===== src/rtl/alu_nibble_sequencer.sv =====
// Multi-cycle controller that drives an external 4-bit ALU one nibble per cycle,
// LS nibble first, rippling the carry through an internal register.
module alu_nibble_sequencer #(
   parameter  int NIBBLES = 4,
   localparam int WIDTH   = 4 * NIBBLES
) (
   input  logic             clk,
   input  logic             rst_n,
   input  logic             start,
   input  logic [2:0]       op,
   input  logic [WIDTH-1:0] opa,
   input  logic [WIDTH-1:0] opb,
   input  logic             cin,
   output logic             busy,
   output logic             done,
   output logic             err,
   output logic [WIDTH-1:0] result,
   output logic             cout,
   output logic [3:0]       alu_a,
   output logic [3:0]       alu_b,
   output logic [2:0]       alu_sel,
   output logic             alu_cin,
   input  logic [3:0]       alu_out,
   input  logic             alu_cout
);

   localparam logic [2:0] SEL_ADD  = 3'b011;
   localparam logic [2:0] SEL_XOR  = 3'b100;
   localparam logic [2:0] SEL_PASS = 3'b111;

   localparam int                IDX_W    = (NIBBLES > 1) ? $clog2(NIBBLES) : 1;
   localparam logic [IDX_W-1:0] IDX_LAST = IDX_W'(NIBBLES - 1);

   typedef enum logic [1:0] {
      IDLE = 2'd0,
      RUN  = 2'd1,
      FIN  = 2'd2
   } state_t;

   state_t             state_q;
   logic [IDX_W-1:0]   idx_q;
   logic [WIDTH-1:0]   a_q;
   logic [WIDTH-1:0]   b_q;
   logic [2:0]         op_q;
   logic               carry_q;
   logic               busy_q;
   logic               done_q;
   logic               err_q;
   logic [WIDTH-1:0]   result_q;
   logic               cout_q;

   function automatic logic op_legal(input logic [2:0] sel);
      return (sel == SEL_ADD) || (sel == SEL_XOR) || (sel == SEL_PASS);
   endfunction

   always_ff @(posedge clk or negedge rst_n) begin
      if (!rst_n) begin
         state_q  <= IDLE;
         idx_q    <= '0;
         a_q      <= '0;
         b_q      <= '0;
         op_q     <= SEL_PASS;
         carry_q  <= 1'b0;
         busy_q   <= 1'b0;
         done_q   <= 1'b0;
         err_q    <= 1'b0;
         result_q <= '0;
         cout_q   <= 1'b0;
      end else begin
         done_q <= 1'b0;
         err_q  <= 1'b0;
         case (state_q)
            IDLE: begin
               if (start) begin
                  if (op_legal(op)) begin
                     a_q     <= opa;
                     b_q     <= opb;
                     op_q    <= op;
                     carry_q <= (op == SEL_ADD) ? cin : 1'b0;
                     idx_q   <= '0;
                     busy_q  <= 1'b1;
                     state_q <= RUN;
                  end else begin
                     err_q <= 1'b1;
                  end
               end
            end
            RUN: begin
               result_q[4*idx_q +: 4] <= alu_out;
               carry_q                <= (op_q == SEL_ADD) ? alu_cout : 1'b0;
               idx_q                  <= idx_q + IDX_W'(1);
               // The carry leaving the last nibble is registered straight into cout,
               // so done and cout appear together in FIN.
               if (idx_q == IDX_LAST) begin
                  idx_q   <= '0;
                  busy_q  <= 1'b0;
                  done_q  <= 1'b1;
                  cout_q  <= (op_q == SEL_ADD) ? alu_cout : 1'b0;
                  state_q <= FIN;
               end
            end
            FIN: begin
               state_q <= IDLE;
            end
            default: begin
               state_q <= IDLE;
            end
         endcase
      end
   end

   // Outside RUN the ALU sees a benign pass of zero so its outputs never go x.
   assign alu_a   = (state_q == RUN) ? a_q[4*idx_q +: 4] : 4'h0;
   assign alu_b   = (state_q == RUN) ? b_q[4*idx_q +: 4] : 4'h0;
   assign alu_sel = (state_q == RUN) ? op_q : SEL_PASS;
   assign alu_cin = (state_q == RUN) ? carry_q : 1'b0;

   assign busy   = busy_q;
   assign done   = done_q;
   assign err    = err_q;
   assign result = result_q;
   assign cout   = cout_q;

endmodule


===== config.mk =====
export PLATFORM = sky130hd
export DESIGN_NAME = alu_nibble_sequencer
export DESIGN_NICKNAME = d
export VERILOG_FILES = /design/src/rtl/alu_nibble_sequencer.sv
export SDC_FILE = /design/constraint.sdc
export NUM_CORES = 1
export LEC_CHECK = 0
export CORE_MARGIN = 4
export CORE_UTILIZATION = 43
export CTS_CLUSTER_SIZE = 28
export DETAILED_ROUTE_END_ITERATION = 8
export GPL_TIMING_DRIVEN = 0
export PLACE_DENSITY_LB_ADDON = 0.12
export RECOVER_POWER = 100
export SYNTH_ARGS = -nofsm -noshare
export SYNTH_HDL_FRONTEND = slang
export SYNTH_SLANG_ARGS = --single-unit

===== constraint.sdc =====
create_clock -name clk -period 2.1 [get_ports clk]
set_input_delay 0.42 -clock clk [delete_from_list [all_inputs] [get_ports clk]]
set_output_delay 0.42 -clock clk [all_outputs]
set_load 0.1 [all_outputs]

==> impl_results.md <==
- Status: complete, but fails checks
- Failing checks: setup timing
- GR Overflow Total: 0
- Die X: 87.23 um
- Post-route DRC violation count: 0
- Final slew viol count: 0
- First-pass GRT wire length: 9742 um
- Maximum clock path buffer count: 2
- Yosys reg bits: 60
- WL/cell: 15.68 um
- Critical path cell sequence: buf_6 -> buf_12 -> mux4_2 -> and2_4 -> buf_12
- Max FO, Critical Path: 6
- RSZ-0062 raised after global routing: true
- CP startpoint kind: register
- Post-synthesis adder-cell area fraction: 0.02782
- Vias in the first global route: between 2000 and 2500
- Crit path to: alu_b[2]
- Chip height: 87.23 um
- Post-CTS Hold Fix Bufs: 0
- RD Place Congestion: 0.7174
- Ports: 76
- Largest net degree at the start of global routing: 40
- DP Area: 3570 um^2
- Worst setup startpoint: idx_q[0]
- Data required time of the critical path: 1.68 ns
- Router iterations before antenna repair: 4
- Clock slew seen by the registers of the worst setup and hold paths: 0.06 ns
- Root buffer cell: clkbuf_8
- Fin crit share: 1.036
- Setup Crit Path Kind: reg2out
- DRT iter0 DRCs: 28
- Worst min path class: in2async
- Placeable Area: 5991 um^2
- Cell Area, Synth: 2699 um^2
- Max_slew headroom: 0.2309
- Minimum clock period: 2.176 ns
- Maxcap violations: 0
- Setup-failing EPs final: 8
- P&R area growth vs syn: 49.14%
- Clk_skew: slightly above 0.003 ns
- Sequential fraction of the synthesis area: 0.5577
- CP dominant cell by count: buf_12
- I/O Buffers: between 70 and 80
- Initial antenna violation count: 0
- Post-route cell area: slightly above 4000 um^2
- Syn nets: 250
- Average size of a mapped cell: 13.49 um^2
- Slowest CP cell: mux4_2
- Synth Area in Compound Gates: 0.07418
- WP depth: 5
- Final core occ: 0.6719
- Layout net count: 346
- Arr. time, crit path: 1.76 ns
- CTS tree: done
- Hold Vio Cnt, Final: 0
- Layout cells sized above 1: 0.3488
- Synth Instances: 200
- Worst reg2reg startpoint: idx_q[1]
- CP endpoint kind: output pin
- Worst path bufs/invs: 3
- Die ar.: around 7600 um^2
- H-tree Lvls: 3
- Clk_lat worst skew: between 0.3 and 0.4 ns
- Slew @ Worst Pin: around 1.2 ns
- Initial Utilization: 0.4505
- DR vias: 1911
- Yosys cell types: 31
- # rows: 28
- Worst setup margin: -0.07604 ns
- XOR/XNOR Fraction of Synth Area: 0
- Critical path's largest stage delay: 0.50 ns
- DRT antenna net count: 0
- R2R cell count: 6
- Reg2Reg Setup Slack: 0.14 ns
- Max Fclk: roughly 460 MHz
- CTS Sinks: 60
- Multiplexer area fraction after synthesis: 0.2003
- Post-Route WL: 5897 um
- CTS buffer count: 9
- Warnings from Yosys: 0
- Tot GR Track Use: 0.1697
- Main combinational cell family by area after synthesis: multiplexers
- Antenna Cells: 0
- R2R Path End: result[0]
- Area share of and/or/nand/nor cells after synthesis: 0.1122
- Top Family by Delay on Critical Path: multiplexers
- Via density: 5.082
- Post-DP HPWL: 4199 um
-- layer usage --
metal	track usage	up-vias	part of all wire
met5	0	-	0
met4	0.07950	0	0.017
met3	0.04636	9	0.066
met2	0.2705	53	0.48
met1	0.2146	936	0.43
li1	-	913	-
-- layout make-up --
type	count	area [um^2]
Buffer	9	98.84
Clock buffer	12	155.1
Clock inverter	4	95.09
Fill cell	466	1966
Inverter	4	15.01
Multi-Input combinational cell	127	1170
Sequential cell	60	1508
Tap cell	75	93.84
Timing Repair Buffer	85	889.6
-- worst register-to-register path: cells and delay by family, from the launching register on --
kind,cells,cell delay [ns]
buffers and inverters,2,0.37
flip-flops,1,0.43
AND/OR/NAND/NOR,2,0.64
adder cells (fa/ha/maj),1,0.27
AO/OA/AOI/OAI,1,0.19
-- sequential cells by signal, indices dropped and copies added (netlist names) --
register	cells
a_q	16
b_q	16
busy	1
carry_q	1
cout	1
done	1
err	1
idx_q	2
op_q	3
result	16
state_q	2
-- through the flow --
step | std cells | setup slack (ns) | TNS [ns] | hold slack [ns]
2_1_floorplan | 200 | 0.01312 | 0 | 0.1244
3_3_place_gp | 350 | -1.342 | -102.03 | 0.4681
3_5_place_dp | 351 | -1.094 | -24.36 | 0.4239
4_1_cts | 372 | -0.07259 | -0.5020 | 0.06769
5_1_grt | 376 | -0.1357 | -2.245 | 0.3991
6_report | 376 | -0.07604 | -0.4643 | 0.3008
-- worst min-delay path by stage --
stage                     start      to  depth (start not counted)
after floorplan           rst_n  a_q[0]                          0
after global placement     busy    busy                          2
after detailed placement  rst_n  b_q[7]                          1
after CTS                 rst_n  b_q[7]                          1
after global routing      rst_n  b_q[7]                          1
final                     rst_n  b_q[7]                          1
-- cells in the mapped netlist --
library cell	n	area (um^2)
and4bb_2	1	12.51
a221oi_1	1	8.760
a211oi_1	1	7.510
and2_1	9	56.30
or3_1	1	6.260
a21oi_4	1	16.27
mux2_2	32	360.4
a22o_1	8	70.07
and4b_1	1	10.01
nand2b_1	4	25.02
nand4b_1	1	8.760
clkbuf_1	3	11.26
dfstp_2	3	78.83
and3_1	1	6.260
buf_2	3	15.01
nand3b_1	4	30.03
inv_1	4	15.01
ha_1	6	75.07
nor2b_1	1	6.260
o21ai_0	10	50.05
nor2_1	3	11.26
o32a_1	1	10.01
a21o_1	3	22.52
mux4_2	8	180.2
or3b_2	1	8.760
nor4b_1	3	26.28
o31ai_1	2	15.01
buf_6	3	33.78
dfrtp_1	57	1426
or3b_1	1	8.760
nand2_1	23	86.33
-- cells by family after synthesis --
group	Yosys count
AO/OA/AOI/OAI	27
buffers and inverters	13
AND/OR/NAND/NOR	54
adder cells (fa/ha/maj)	6
multiplexers	40
flip-flops	60
-- repair_timing --
item	in CTS	in global routing
pin swaps	9	1
setup buffers	5	4
resized for setup	136	7
endpoints found under the setup margin	72	19
-- cells in the final DEF, fill, tap and decap left out, types with 2 or more instances in the layout --
| master | Yosys | layout |
|---|---|---|
| dfstp_2 | 3 | 3 |
| bufinv_16 | 0 | 3 |
| dfrtp_2 | 0 | 2 |
| buf_6 | 3 | 4 |
| clkdlybuf4s18_2 | 0 | 2 |
| clkbuf_1 | 3 | 2 |
| o31ai_1 | 2 | 2 |
| dfrtp_1 | 57 | 55 |
| inv_1 | 4 | 4 |
| clkdlybuf4s50_1 | 0 | 42 |
| nor4b_4 | 0 | 2 |
| clkbuf_8 | 0 | 12 |
| nand2b_1 | 4 | 4 |
| mux2_2 | 32 | 32 |
| a22o_1 | 8 | 8 |
| buf_2 | 3 | 3 |
| nand2_1 | 23 | 23 |
| buf_4 | 0 | 9 |
| nor2_1 | 3 | 3 |
| and2_4 | 0 | 8 |
| a21o_1 | 3 | 3 |
| nand3b_1 | 4 | 4 |
| dlygate4sd2_1 | 0 | 20 |
| mux4_2 | 8 | 8 |
| buf_12 | 0 | 11 |
| ha_1 | 6 | 6 |
| o21ai_0 | 10 | 10 |
Power is not shown: default switching activity piles up to over one toggle a cycle in this logic, so the estimate is an artifact.
